--- src/rtl/uart_rx.sv ---
// Purpose : UART receiver; 1 line bit per clock, 8N? frame = start, WIDTH data LSB first, even parity, stop.
// Latency : start bit sampled on rx at edge E0 -> data_valid high after edge E0+WIDTH+4.
// Backpr. : none on the line; an unacked word is overwritten and flagged by sticky overrun.
module uart_rx #(
  parameter int WIDTH = 8
) (
  input  logic             rx_clk,
  input  logic             rx_reset,
  input  logic             rx,
  input  logic             rx_ack,
  output logic [WIDTH-1:0] data_out,
  output logic             data_valid,
  output logic             parity_err,
  output logic             frame_err,
  output logic             overrun,
  output logic             rx_busy
);

  localparam int CW = 4;

  typedef enum logic [2:0] {
    IDLE   = 3'd0,
    DATA   = 3'd1,
    PARITY = 3'd2,
    STOP   = 3'd3,
    BREAK  = 3'd4
  } state_t;

  state_t           state_q, state_d;
  logic             rx_meta_q, rx_meta_d;
  logic             rx_s_q, rx_s_d;
  logic [CW-1:0]    count_q, count_d;
  logic [WIDTH-1:0] shift_q, shift_d;
  logic             pe_q, pe_d;
  logic [WIDTH-1:0] data_q, data_d;
  logic             valid_q, valid_d;
  logic             perr_q, perr_d;
  logic             ferr_q, ferr_d;
  logic             ovr_q, ovr_d;
  logic             commit;

  // FSM state register.
  always_ff @(posedge rx_clk or negedge rx_reset) begin
    if (!rx_reset) begin
      state_q <= IDLE;
    end else begin
      state_q <= state_d;
    end
  end

  // Synchronizer, shift/count datapath and output word register.
  // Synchronizer resets to idle-high so releasing reset never looks like a start bit.
  always_ff @(posedge rx_clk or negedge rx_reset) begin
    if (!rx_reset) begin
      rx_meta_q <= 1'b1;
      rx_s_q    <= 1'b1;
      count_q   <= '0;
      shift_q   <= '0;
      pe_q      <= 1'b0;
      data_q    <= '0;
      valid_q   <= 1'b0;
      perr_q    <= 1'b0;
      ferr_q    <= 1'b0;
      ovr_q     <= 1'b0;
    end else begin
      rx_meta_q <= rx_meta_d;
      rx_s_q    <= rx_s_d;
      count_q   <= count_d;
      shift_q   <= shift_d;
      pe_q      <= pe_d;
      data_q    <= data_d;
      valid_q   <= valid_d;
      perr_q    <= perr_d;
      ferr_q    <= ferr_d;
      ovr_q     <= ovr_d;
    end
  end

  // Next-state, frame assembly, commit on STOP, and host handshake (commit beats ack).
  always_comb begin
    rx_meta_d = rx;
    rx_s_d    = rx_meta_q;
    state_d   = state_q;
    count_d   = count_q;
    shift_d   = shift_q;
    pe_d      = pe_q;
    data_d    = data_q;
    valid_d   = valid_q;
    perr_d    = perr_q;
    ferr_d    = ferr_q;
    ovr_d     = ovr_q;
    commit    = 1'b0;

    case (state_q)
      IDLE: begin
        if (!rx_s_q) begin
          state_d = DATA;
          count_d = '0;
        end
      end
      DATA: begin
        shift_d = {rx_s_q, shift_q[WIDTH-1:1]};
        if (count_q == CW'(WIDTH - 1)) begin
          state_d = PARITY;
        end else begin
          count_d = count_q + 1'b1;
        end
      end
      PARITY: begin
        // Even parity: received bit XOR data bits is nonzero on mismatch.
        pe_d    = rx_s_q ^ (^shift_q);
        state_d = STOP;
      end
      STOP: begin
        commit  = 1'b1;
        data_d  = shift_q;
        valid_d = 1'b1;
        perr_d  = pe_q;
        ferr_d  = ~rx_s_q;
        ovr_d   = ovr_q | (valid_q & ~rx_ack);
        state_d = rx_s_q ? IDLE : BREAK;
      end
      BREAK: begin
        if (rx_s_q) begin
          state_d = IDLE;
        end
      end
      default: state_d = IDLE;
    endcase

    if (!commit && rx_ack && valid_q) begin
      valid_d = 1'b0;
      ovr_d   = 1'b0;
    end
  end

  assign data_out   = data_q;
  assign data_valid = valid_q;
  assign parity_err = perr_q;
  assign frame_err  = ferr_q;
  assign overrun    = ovr_q;
  assign rx_busy    = (state_q != IDLE);

endmodule

--- config.mk ---
export PLATFORM = sky130hd
export DESIGN_NAME = uart_rx
export DESIGN_NICKNAME = d
export VERILOG_FILES = /design/src/rtl/uart_rx.sv
export SDC_FILE = /design/constraint.sdc
export NUM_CORES = 1
export LEC_CHECK = 0
export ABC_CLOCK_PERIOD_IN_PS = 1600
export CORE_MARGIN = 2
export CORE_UTILIZATION = 41
export DETAILED_ROUTE_END_ITERATION = 12
export HOLD_SLACK_MARGIN = 0.08
export SYNTH_ARGS = -nofsm -noshare
export SYNTH_HDL_FRONTEND = slang
export SYNTH_SLANG_ARGS = --single-unit
--- constraint.sdc ---
create_clock -name rx_clk -period 1.6 [get_ports rx_clk]
set_clock_uncertainty 0.05 [all_clocks]
set_input_delay 0.16 -clock rx_clk [delete_from_list [all_inputs] [get_ports rx_clk]]
set_output_delay 0.16 -clock rx_clk [all_outputs]
set_load 0.02 [all_outputs]
# Word-level counts from Yosys, hierarchy flattened
# Cells that the tools add are included.
totals:
  wordCells: 49
  out_inout_bits: 13
  regBits: 30
  in_bits: 4
classes:
  n_reduce_logical: 10
  addsub: 1
  eq_ne: 9
  mux: 13
  n_bitwise: 5
ops:
  columns: ["operator", "n"]
  rows:
  - ["3-bit one-hot mux with 5 select lines", 1]
  - ["3-bit two-way mux", 4]
  - ["4-bit two-way mux", 2]
  - ["2-bit != test, second input constant", 4]
  - ["4-bit one-hot mux with 2 select lines", 1]
  - ["8-bit XOR reduction", 1]
  - ["3-bit by 2-bit == test with 1-bit output, second input constant", 2]
  - ["3-bit AND reduction", 2]
  - ["1-bit two-way mux", 5]
  - ["4-bit by 1-bit adder with 4-bit output, second input constant", 1]
  - ["4-bit by 3-bit == test with 1-bit output, second input constant", 1]
  - ["2-bit nonzero test", 2]
  - ["3-bit by 1-bit == test with 1-bit output, second input constant", 1]
  - ["3-bit == test, second input constant", 1]
  - ["3-bit logical NOT", 1]
  - ["3-bit nonzero test", 1]
  - ["1-bit logical AND", 2]
  - ["1-bit inverter", 2]
  - ["1-bit AND", 1]
  - ["1-bit logical NOT", 1]
  - ["1-bit OR", 1]
  - ["1-bit bitwise XOR", 1]

# Logic depth before layout (Yosys ltp)
# Gate-level depths: netlist of the first run.
depth:
  depth_word: 6
  depth_mapped: 6

# Least setup slack after synthesis of the first run
# Ideal clock, no wire load.
synth_timing:
  path_type: "register -> register"
  from: "register state_q[0]"
  to: "register count_q[0]"
  synth_period_minus_slack_ps: 1508
  setup_slack_ps: 92
  path_stages_with_launch: 6
  path_buffers: 1
  t_arrival_ps: 1331
  required_ps: 1423
  cell_sequence: "dfrtp_1 buf_4 or3_2 nand2b_1 nand3_1 o21ai_0"
synth_via:
  elab_chain_cells: 3
  word_cells_on_any_way: 7
synth_rtl:
  columns: ["item", "line_no", "rtl"]
  rows:
  - ["start: declaration", "29", "state_t state_q, state_d;"]
  - ["start signal: assignment", "47", "state_q <= state_d;"]
  - ["3-bit by 1-bit == test with 1-bit output or 3-bit logical NOT (tied branches)", "94", "case (state_q)"]
  - ["2-bit != test (no line) or 2-bit nonzero test (tied branches)", null, null]
  - ["3-bit AND reduction (no line)", null, null]
  - ["end signal: assignment", "68", "count_q <= count_d;"]
  - ["end: declaration", "32", "logic [CW-1:0] count_q, count_d;"]
# Parallel ways exist; a longest one is shown, timed or not.
# A chain may end at the register's enable or synchronous reset.

# Final worst setup path of the first run
layout_timing:
  from: "register state_q[1]"
  to: "output rx_busy"
layout_via:
  elab_chain_cells: 1
layout_rtl:
  columns: ["item", "line_no", "rtl"]
  rows:
  - ["3-bit nonzero test", "142", "assign rx_busy = (state_q != IDLE);"]
  - ["end: declaration", "16", "output logic rx_busy"]
# Every way passes these cells.

==> impl_metrics.yaml, run 1 <==
yosys:
  synthTopCellsByCount: "dfrtp_1 (28), mux2_2 (16), nand2_1 (9), o21ai_0 (8), a21oi_1 (5)"
  synth_cell_types: 25
  ys_seq_elements: 30
  ys_warn_count: 0
  synth_area_leader_cell: "dfrtp_1"
  synth_most_common_cell: "dfrtp_1"
  synth_flop_cell: "dfrtp_1"
  synth_edf_count: 0
  synth_xor_area_share_pct: 5.825
  syn_area_um2: 1289
  synthMuxAreaShare_pct: 13.98
  synth-seq-area-share_pct: 58.45
  synth_top_family_by_area: "multiplexers"
  synthesis.nets: 106
  synth_compound_area_share_pct: 9.320
  synthArstFlopShare_pct: 100.0
  synthCells: 101
  synth-simple-area-share_pct: 8.447
  synthAdderAreaFrac_pct: 0.9709
  avgSynthCellArea_um2: 12.76
  synth_top_area_share_pct: 54.37
  synthTopCellsByArea: "dfrtp_1 (54%), mux2_2 (14%), dfstp_2 (4.1%)"
timing:
  worstMarginPinSlew_ps: 368.3
  maxSlewViolCount: 0
  max_freq_ghz: 0.6441
  finalSetupTns_ps: 0
  hold_viol: 0
  finalCriticalPeriod_ps: 1552
  setup_slack_ps: 47.53
  maxSlewHeadroom_pct: 75.45
  rsz0062_at_grt: "false"
  setup_viol: 0
  fin_crit_sh_pct: 97.03
job:
  cap_violations: 0
placement:
  port_buffers: 16
  pre_cts_ws_ps: 12.28
  place_congestion: 0.7576
  dpl.hpwl_mm: 1.532
power_and_ir_drop:
  p_per_area_nw_per_um2: 2233
  p_leak_nw: 0.7085
  ir_worst_vdd_uv: 946.0
routing:
  vias_per_cell: 4.803
  wl_mm: 2.138
  drc: 0
  wl_met1_um: 927
  met2_length_mm: 1.085
  via_count: 831
  routedWlPerCell_um: 12.36
  wl_met3_um: 71
  firstDrtPassIters: 2
  drt_iter0_drc: 13
  top_layer_used: "met4"
  ant_nets: 0
die:
  die_x_um: 60.07
  start_util_pct: 42.56
  core_region_area_um2: 3028
  dieArea_um2: 3608
  num_rows: 20
  io_pins: 17
  die_h_um: 60.07
critical_path:
  regToRegSetupSlack_ps: 50
  path_class: "flop to primary output"
  worstSetupStartpointType: "flop"
  required_ps: 1390
  critical_path_buf_inv_count: 1
  cpMaxStageDelayCell: "or3_2"
  r2r_end: "shift_q[3]$_DFFE_PN0N_"
  path_max_fanout: 2
  reg2reg_depth: 4
  endpoint_kind: "primary output"
  r2r_start: "state_q[1]$_DFFE_PN0P_"
  crit_chain: "or3_2, buf_6"
  crit_family: "simple AND/OR/NAND/NOR gates"
  worstPathArrival_ps: 1340
  cp_slowest_stage_delay_ps: 490
clocking:
  clockBufferDepth: 2
  clk_latency_ps: 320
  cts_made_buffers: 5
  cts.sinks: 30
  clock_tree.root_cell: "clkbuf_4"
  cts_tree: "done"
  path_clk_slew_ps: 90
  ctsHtreeMaxLevel: 2
layout:
  syn_to_final_growth_pct: 24.08
  nNetsFinal: 133
  num_antenna_cells: 0
  drive_gt1_share_pct: 30.23
grt:
  grt_pass1_wl_mm: 3.691
  grt_pass1_vias: 833
  grt_util_all_layers_pct: 14.61
  grt_max_degree: 31
  grt_overflow_total: 0
  antenna_found_initial: 0
outcome:
  status: "complete, no violations"
worst_hold_path:
  hp-class: "primary input to asynchronous set/reset pin"
worst register-to-register path: stages (launching register included):
cell and delay [ps]:
dfrtp_1 380, buf_4 150, or3b_1 380, buf_4 190
mux2_2 280
area by class of cell:
cell class                      count  area, um^2
Tap cell                           44       55.05
Timing Repair Buffer               23       214.0
Clock inverter                      1       5.005
Sequential cell                    30       753.2
Fill cell                         292        1429
Multi-Input combinational cell     64       501.7
Inverter                            4       15.01
Clock buffer                        7       55.05
metrics by stage:
stage	total power [mW]	hold slack, ps	cells	instance area [um^2]	util [%]
6_report	3.571	165.2	173	1599	52.81
5_1_grt	3.869	170.7	173	1599	52.81
4_1_cts	3.617	168.0	173	1588	52.44
3_5_place_dp	3.147	301.0	165	1533	50.62
3_3_place_gp	3.083	297.7	165	1533	50.62
2_1_floorplan	2.580	-185.6	101	1289	-
power breakdown:
part / internal (mW) / leakage, nW / switching (mW)
logic: 1.01 / 0.319 / 0.735
clock network: 0.213 / 0.0353 / 0.253
registers: 1.10 / 0.354 / 0.262
total: 2.32 / 0.709 / 1.25
per-layer routing:
metal  GRT usage, %  vias to the layer above
li1               -                      405
met1          18.37                      408
met3          4.545                        5
met2          21.58                       13
met4          9.524                        0
met5              0                        -
layout by cell type, fill, tap and decap left out, drive strengths merged, types with 3 or more instances in the layout:
master / n
nand3: 3
inv: 4
mux2: 16
nand2: 9
xnor2: 4
a21oi: 5
clkbuf: 7
dfrtp: 28
o21ai: 8
buf: 8
clkdlybuf4s50: 15
nor2: 4
o31ai: 3
timing repair:
| action | in CTS | in global routing |
|---|---|---|
| endpoints found under the setup margin | 1 | 2 |
| hold buffers | 0 | 0 |
| resized for setup | 4 | 3 |
| endpoints found under the hold margin | 0 | 0 |
| gates cloned | 0 | 0 |
| buffers inserted | 0 | 0 |
registers in the layout, indices dropped and copies added, names as in the netlist:
name	count
data_out	8
frame_err	1
shift_q	8
overrun	1
rx_s_q	1
count_q	4
state_q	3
data_valid	1
pe_q	1
rx_meta_q	1
parity_err	1
worst max path at each step:
stage                                start                      to  slack, ps  cells after the start
CTS                 state_q[1]$_DFFE_PN0P_                 rx_busy         10                      2
floorplan           state_q[0]$_DFFE_PN0P_  count_q[0]$_DFFE_PN0P_         90                      5
detailed placement  state_q[1]$_DFFE_PN0P_                 rx_busy         10                      2
finish              state_q[1]$_DFFE_PN0P_                 rx_busy         50                      2
global placement    state_q[1]$_DFFE_PN0P_                 rx_busy         20                      2
global route        state_q[1]$_DFFE_PN0P_  shift_q[3]$_DFFE_PN0N_          3                      4
logic make-up (layout without fill, tap and decap cells):
group	after synthesis	count (layout)
mux	16	16
buf+inv	7	35
compound gates	18	18
simple gates	22	22
fa+ha+maj	1	1
flops	30	30
xor+xnor	7	7
Power figures use the tool's default switching activity.
==> run 2: changes to the inputs <==
--- a/config.mk
+++ b/config.mk
@@ -6,10 +6,10 @@
 export NUM_CORES = 1
 export LEC_CHECK = 0
 export ABC_CLOCK_PERIOD_IN_PS = 1600
-export CORE_MARGIN = 2
 export CORE_UTILIZATION = 41
 export DETAILED_ROUTE_END_ITERATION = 12
 export HOLD_SLACK_MARGIN = 0.08
+export SETUP_SLACK_MARGIN = 0.2
 export SYNTH_ARGS = -nofsm -noshare
 export SYNTH_HDL_FRONTEND = slang
 export SYNTH_SLANG_ARGS = --single-unit
==> run 2 against run 1 <==
- the run now ends with design-rule violations left
- first-iteration DRC count rose by 46%
- total power rose by 4.6%
- hold slack got worse by 13 ps
- clock-buffer cell count fell by 2
- critical path type is now flop to flop
==> impl_metrics.yaml, run 2 (synthesis results as in run 1) <==
power_and_ir_drop:
  pwr-share-clk_pct: 15.8
  internal_power_mw: 2.441
  p_seq_share_pct: 35.9
  p_per_area_nw_per_um2: 2266
  p_leak_nw: 0.7558
  switching_share_pct: 34.62
  combinationalPowerShare_pct: 48.2
  ir_worst_vdd_uv: 1079
  switching_power_mw: 1.293
grt:
  grt_pass1_vias: 865
  grt_max_degree: 31
  grt_pass1_wl_mm: 3.719
  antenna_found_initial: 0
  grt_util_all_layers_pct: 15.46
  grt_overflow_total: 0
clocking:
  cts_tree: "done"
  clock_tree.root_cell: "clkbuf_4"
  cts_hold_buf: 0
  clk_latency_ps: 330
  cts.sinks: 30
  cts_made_buffers: 5
  path_clk_slew_ps: 100
  clockBufferDepth: 2
  ctsHtreeMaxLevel: 2
critical_path:
  worstSetupStartpointType: "flop"
  required_ps: 1770
  endpoint_kind: "flop"
  path_class: "flop to flop"
  reg2reg_depth: 4
  path_max_fanout: 9
  worstPathArrival_ps: 1660
  cpMaxStageDelayCell: "or3b_4"
  crit_chain: "buf_4, or3b_4, buf_6, mux2_2"
  cp_slowest_stage_delay_ps: 390
timing:
  fin_crit_sh_pct: 93.06
  worstMarginPinSlew_ps: 363.8
  setup_viol: 0
  maxSlewViolCount: 0
  rsz0062_at_grt: "true"
  finalCriticalPeriod_ps: 1489
  whs_ps: 152.6
  maxSlewHeadroom_pct: 75.75
  hold_viol: 0
  finalSetupTns_ps: 0
  max_freq_ghz: 0.6716
worst_hold_path:
  hp-class: "primary input to asynchronous set/reset pin"
routing:
  vias_per_cell: 4.807
  ant_nets: 0
  drc: 1
  routedWlPerCell_um: 12.24
  wl_mm: 2.154
  firstDrtPassIters: 8
  drt_iter0_drc: 19
  via_count: 846
die:
  io_pins: 17
  die_h_um: 58.07
  die_x_um: 58.07
  core_region_area_um2: 2877
  dieArea_um2: 3372
  num_rows: 19
  start_util_pct: 44.80
placement:
  place_congestion: 0.7071
  port_buffers: 16
  dpl.hpwl_mm: 1.466
job:
  cap_violations: 0
layout:
  drive_gt1_share_pct: 35.07
  num_antenna_cells: 0
  multiInputGateArea_um2: 505.5
  mostFrequentLayoutCells: "dfrtp_1 (28), mux2_2 (16), dlygate4sd2_1 (12)"
  syn_to_final_growth_pct: 27.86
  fill_cells: 259
  nNetsFinal: 138
  layout_commonest_cell: "dfrtp_1"
  register_area_um2: 753.2
outcome:
  status: "finished with violations"
  violations: "design-rule violations"
[run 2: cell count changes in the layout (fill, tap and decap cells not counted), moves of 2 or more]
cell             delta
buf_4               +3
clkdlybuf4s50_1    -12
o21ai_1             +3
dlygate4sd2_1      +12
buf_6               +2
o21ai_0             -3
[run 2: critical path: cells and delay by family (launching register included)]
family / cells / cell delay [ps]
buf+inv: 2 / 290
flops: 1 / 370
mux: 1 / 260
simple gates: 1 / 390
[run 2: power groups by stage]
| stage | clock, mW | sequential [mW] | combinational (mW) |
|---|---|---|---|
| 3_5_place_dp | 0 | 1.40 | 1.74 |
| 4_1_cts | 0.610 | 1.35 | 1.74 |
| 2_1_floorplan | 0 | 1.52 | 1.08 |
| 5_1_grt | 0.643 | 1.38 | 1.99 |
| 3_3_place_gp | 0 | 1.38 | 1.73 |
| 6_report | 0.591 | 1.34 | 1.80 |
[run 2: layout make-up]
class | instances | area share [%]
clock buffer | 5 | 2.278
multi-input combinational | 64 | 30.68
tap | 42 | 3.189
timing repair buffer | 28 | 14.81
sequential | 30 | 45.71
clock inverter | 3 | 2.430
inverter | 4 | 0.9112
[run 2: metrics by stage]
step | cells | worst slack (ps) | total power, mW | utilization, % | instance area (um^2)
2_1_floorplan | 101 | 178.4 | 2.599 | - | 1292
3_3_place_gp | 163 | 66.15 | 3.108 | 53.33 | 1534
3_5_place_dp | 163 | 43.44 | 3.143 | 53.33 | 1534
4_1_cts | 174 | 79.18 | 3.705 | 56.24 | 1618
5_1_grt | 176 | 81.53 | 4.022 | 57.29 | 1648
6_report | 176 | 111.0 | 3.733 | 57.29 | 1648
[run 2: routing by layer]
layer / global-route usage, % / part of all wire, % / up-vias
li1: - / - / 416
met1: 18.02 / 46 / 407
met2: 23.81 / 47 / 15
met3: 4.911 / 4.0 / 8
met4: 11.56 / 2.9 / 0
met5: 0 / 0 / -
[run 2: final timing paths]
path,endpoint,from,slack [ps]
setup / recovery,shift_q[0]$_DFFE_PN0N_,state_q[0]$_DFFE_PN0P_,110
hold reg to reg,rx_s_q$_DFF_PN1_,rx_meta_q$_DFF_PN1_,320
max in group asynchronous,rx_meta_q$_DFF_PN1_,rx_reset,1040
min in group rx_clk,rx_meta_q$_DFF_PN1_,rx,190
hold / removal,parity_err$_DFFE_PN0P_,rx_reset,150
setup reg to reg,shift_q[0]$_DFFE_PN0N_,state_q[0]$_DFFE_PN0P_,110
[run 2: timing repair]
item	in CTS	in global routing
pin swaps	3	3
buffers inserted	3	2
gates resized for setup	18	6
endpoints found under the setup margin	23	16
==> run 3: changes to the inputs <==
--- a/config.mk
+++ b/config.mk
@@ -13,3 +13,4 @@
 export SYNTH_ARGS = -nofsm -noshare
 export SYNTH_HDL_FRONTEND = slang
 export SYNTH_SLANG_ARGS = --single-unit
+export TNS_END_PERCENT = 20
==> run 3 against run 2 <==
- cell area decreased by 1.2%
- the flow still finishes with violations (design-rule violations)
- global-route usage decreased by 0.38 points
- maximum frequency decreased by 1.3%
- largest cell class unchanged
- non-clock buffer count decreased by 4
- sequential power about the same
- clock power about the same
- clock-buffer cell count unchanged
- wire length increased by 0.14%
- utilization decreased by 0.70 points
- critical path type is now flop to primary output
- register-to-register slack about the same
- die area unchanged
==> impl_metrics.yaml, run 3 (synthesis results as in run 1) <==
outcome:
  status: "finished with violations"
  violations: "design-rule violations"
timing:
  fin_crit_sh_pct: 94.27
  maxSlewViolCount: 0
  finalCriticalPeriod_ps: 1508
  rsz0062_at_grt: "true"
  whs_ps: 153.5
  setup_slack_ps: 91.65
  worstMarginPinSlew_ps: 365.9
  finalSetupTns_ps: 0
  hold_viol: 0
  setup_viol: 0
  max_freq_ghz: 0.6630
  maxSlewHeadroom_pct: 75.61
placement:
  dpl.hpwl_mm: 1.466
  pre_cts_ws_ps: 43.44
  place_congestion: 0.7071
  port_buffers: 16
  dp_cells: 163
layout:
  register_area_um2: 753.2
  drive_gt1_share_pct: 31.54
  syn_to_final_growth_pct: 26.31
  multiInputGateArea_um2: 503.0
  mostFrequentLayoutCells: "dfrtp_1 (28), mux2_2 (16), nand2_1 (9), clkdlybuf4s50_1 (9)"
  num_antenna_cells: 0
  fill_cells: 257
  layout_commonest_cell: "dfrtp_1"
  stdcell_count: 172
  nNetsFinal: 134
die:
  die_h_um: 58.07
  dieArea_um2: 3372
  start_util_pct: 44.80
  core_region_area_um2: 2877
  num_rows: 19
  die_x_um: 58.07
  io_pins: 17
critical_path:
  endpoint_kind: "primary output"
  path_class: "flop to primary output"
  crit_path_start: "state_q[1]$_DFFE_PN0P_"
  r2r_start: "state_q[0]$_DFFE_PN0P_"
  worstPathArrival_ps: 1300
  worstSetupStartpointType: "flop"
  required_ps: 1390
  path_max_fanout: 3
routing:
  vias_per_cell: 4.820
  drt_iter0_drc: 19
  wl_mm: 2.157
  via_count: 829
  ant_nets: 0
  top_layer_used: "met4"
  drc: 1
  firstDrtPassIters: 10
  met2_length_um: 994
  wl_met3_um: 99
  routedWlPerCell_um: 12.54
  wl_met1_um: 982
clocking:
  clock_tree.root_cell: "clkbuf_4"
  path_clk_slew_ps: 100
  ctsHtreeMaxLevel: 2
  cts_made_buffers: 5
  cts_hold_buf: 0
  cts_tree: "done"
  clockBufferDepth: 2
  cts.sinks: 30
  clk_latency_ps: 340
grt:
  antenna_found_initial: 0
  grt_pass1_wl_mm: 3.622
  grt_util_all_layers_pct: 15.08
  grt_overflow_total: 0
  grt_pass1_vias: 837
  grt_max_degree: 31
power_and_ir_drop:
  p_leak_nw: 0.7509
  switching_share_pct: 34.25
  internal_power_mw: 2.440
  pwr-share-clk_pct: 15.9
  p_seq_share_pct: 36.7
  ir_worst_vdd_uv: 1087
  switching_power_mw: 1.271
  combinationalPowerShare_pct: 47.4
  p_per_area_nw_per_um2: 2280
job:
  cap_violations: 0
worst_hold_path:
  hp-class: "primary input to asynchronous set/reset pin"
==> run 3: cell count changes in the layout (fill, tap and decap cells not counted) <==
cell and delta:
inv_1 +1, buf_4 -4, buf_2 +1, dlygate4sd2_1 -9, nor2_1 +1, buf_6 -1, nor2_2 -1, o21ai_1 -1
clkdlybuf4s50_1 +6, inv_2 -1, dlymetal6s2s_1 +3, o21ai_0 +1
==> run 3: layout make-up <==
cell class,count,share of cell area (%)
tap,42,3.228
sequential,30,46.27
clock buffer,5,2.306
clock inverter,3,2.460
timing repair buffer,24,13.91
inverter,4,0.9224
multi-input combinational,64,30.90
==> run 3: final timing paths <==
kind | endpoint | slack (ps) | cells after the start
worst min register to register | rx_s_q$_DFF_PN1_ | 320 | 0
worst max-delay path | rx_busy | 90 | 2
max in group asynchronous | rx_meta_q$_DFF_PN1_ | 1040 | 2
worst min-delay path | parity_err$_DFFE_PN0P_ | 150 | 2
worst max register to register | shift_q[0]$_DFFE_PN0N_ | 120 | 4
min in group rx_clk | rx_meta_q$_DFF_PN1_ | 190 | 1
==> run 3: timing repair <==
action,4_1_cts,5_1_grt
setup endpoints to repair,23,24
resized for setup,7,6
buffers inserted,1,0
==> run 3: layer usage <==
layer	vias up	GRT usage, %
met4	0	11.56
li1	405	-
met3	10	4.911
met2	18	22.99
met1	396	17.59
met5	-	0
==> run 3: stage by stage <==
stage / utilization, % / power [mW] / area, um^2
floorplan: - / 2.599 / 1292
global placement: 53.33 / 3.108 / 1534
detailed placement: 53.33 / 3.143 / 1534
CTS: 55.98 / 3.735 / 1610
global route: 56.59 / 3.990 / 1628
finish: 56.59 / 3.712 / 1628
==> run 3: critical path, cell delays in order, from the launching register on <==
cell	delay, ps
dfrtp_1	410
or3_4	390
buf_2	160
==> run 3: power groups by stage <==
stage	clock [mW]	sequential, mW	combinational, mW
floorplan	0	1.52	1.08
global placement	0	1.38	1.73
detailed placement	0	1.40	1.74
CTS	0.610	1.37	1.76
global route	0.643	1.41	1.94
finish	0.592	1.36	1.76
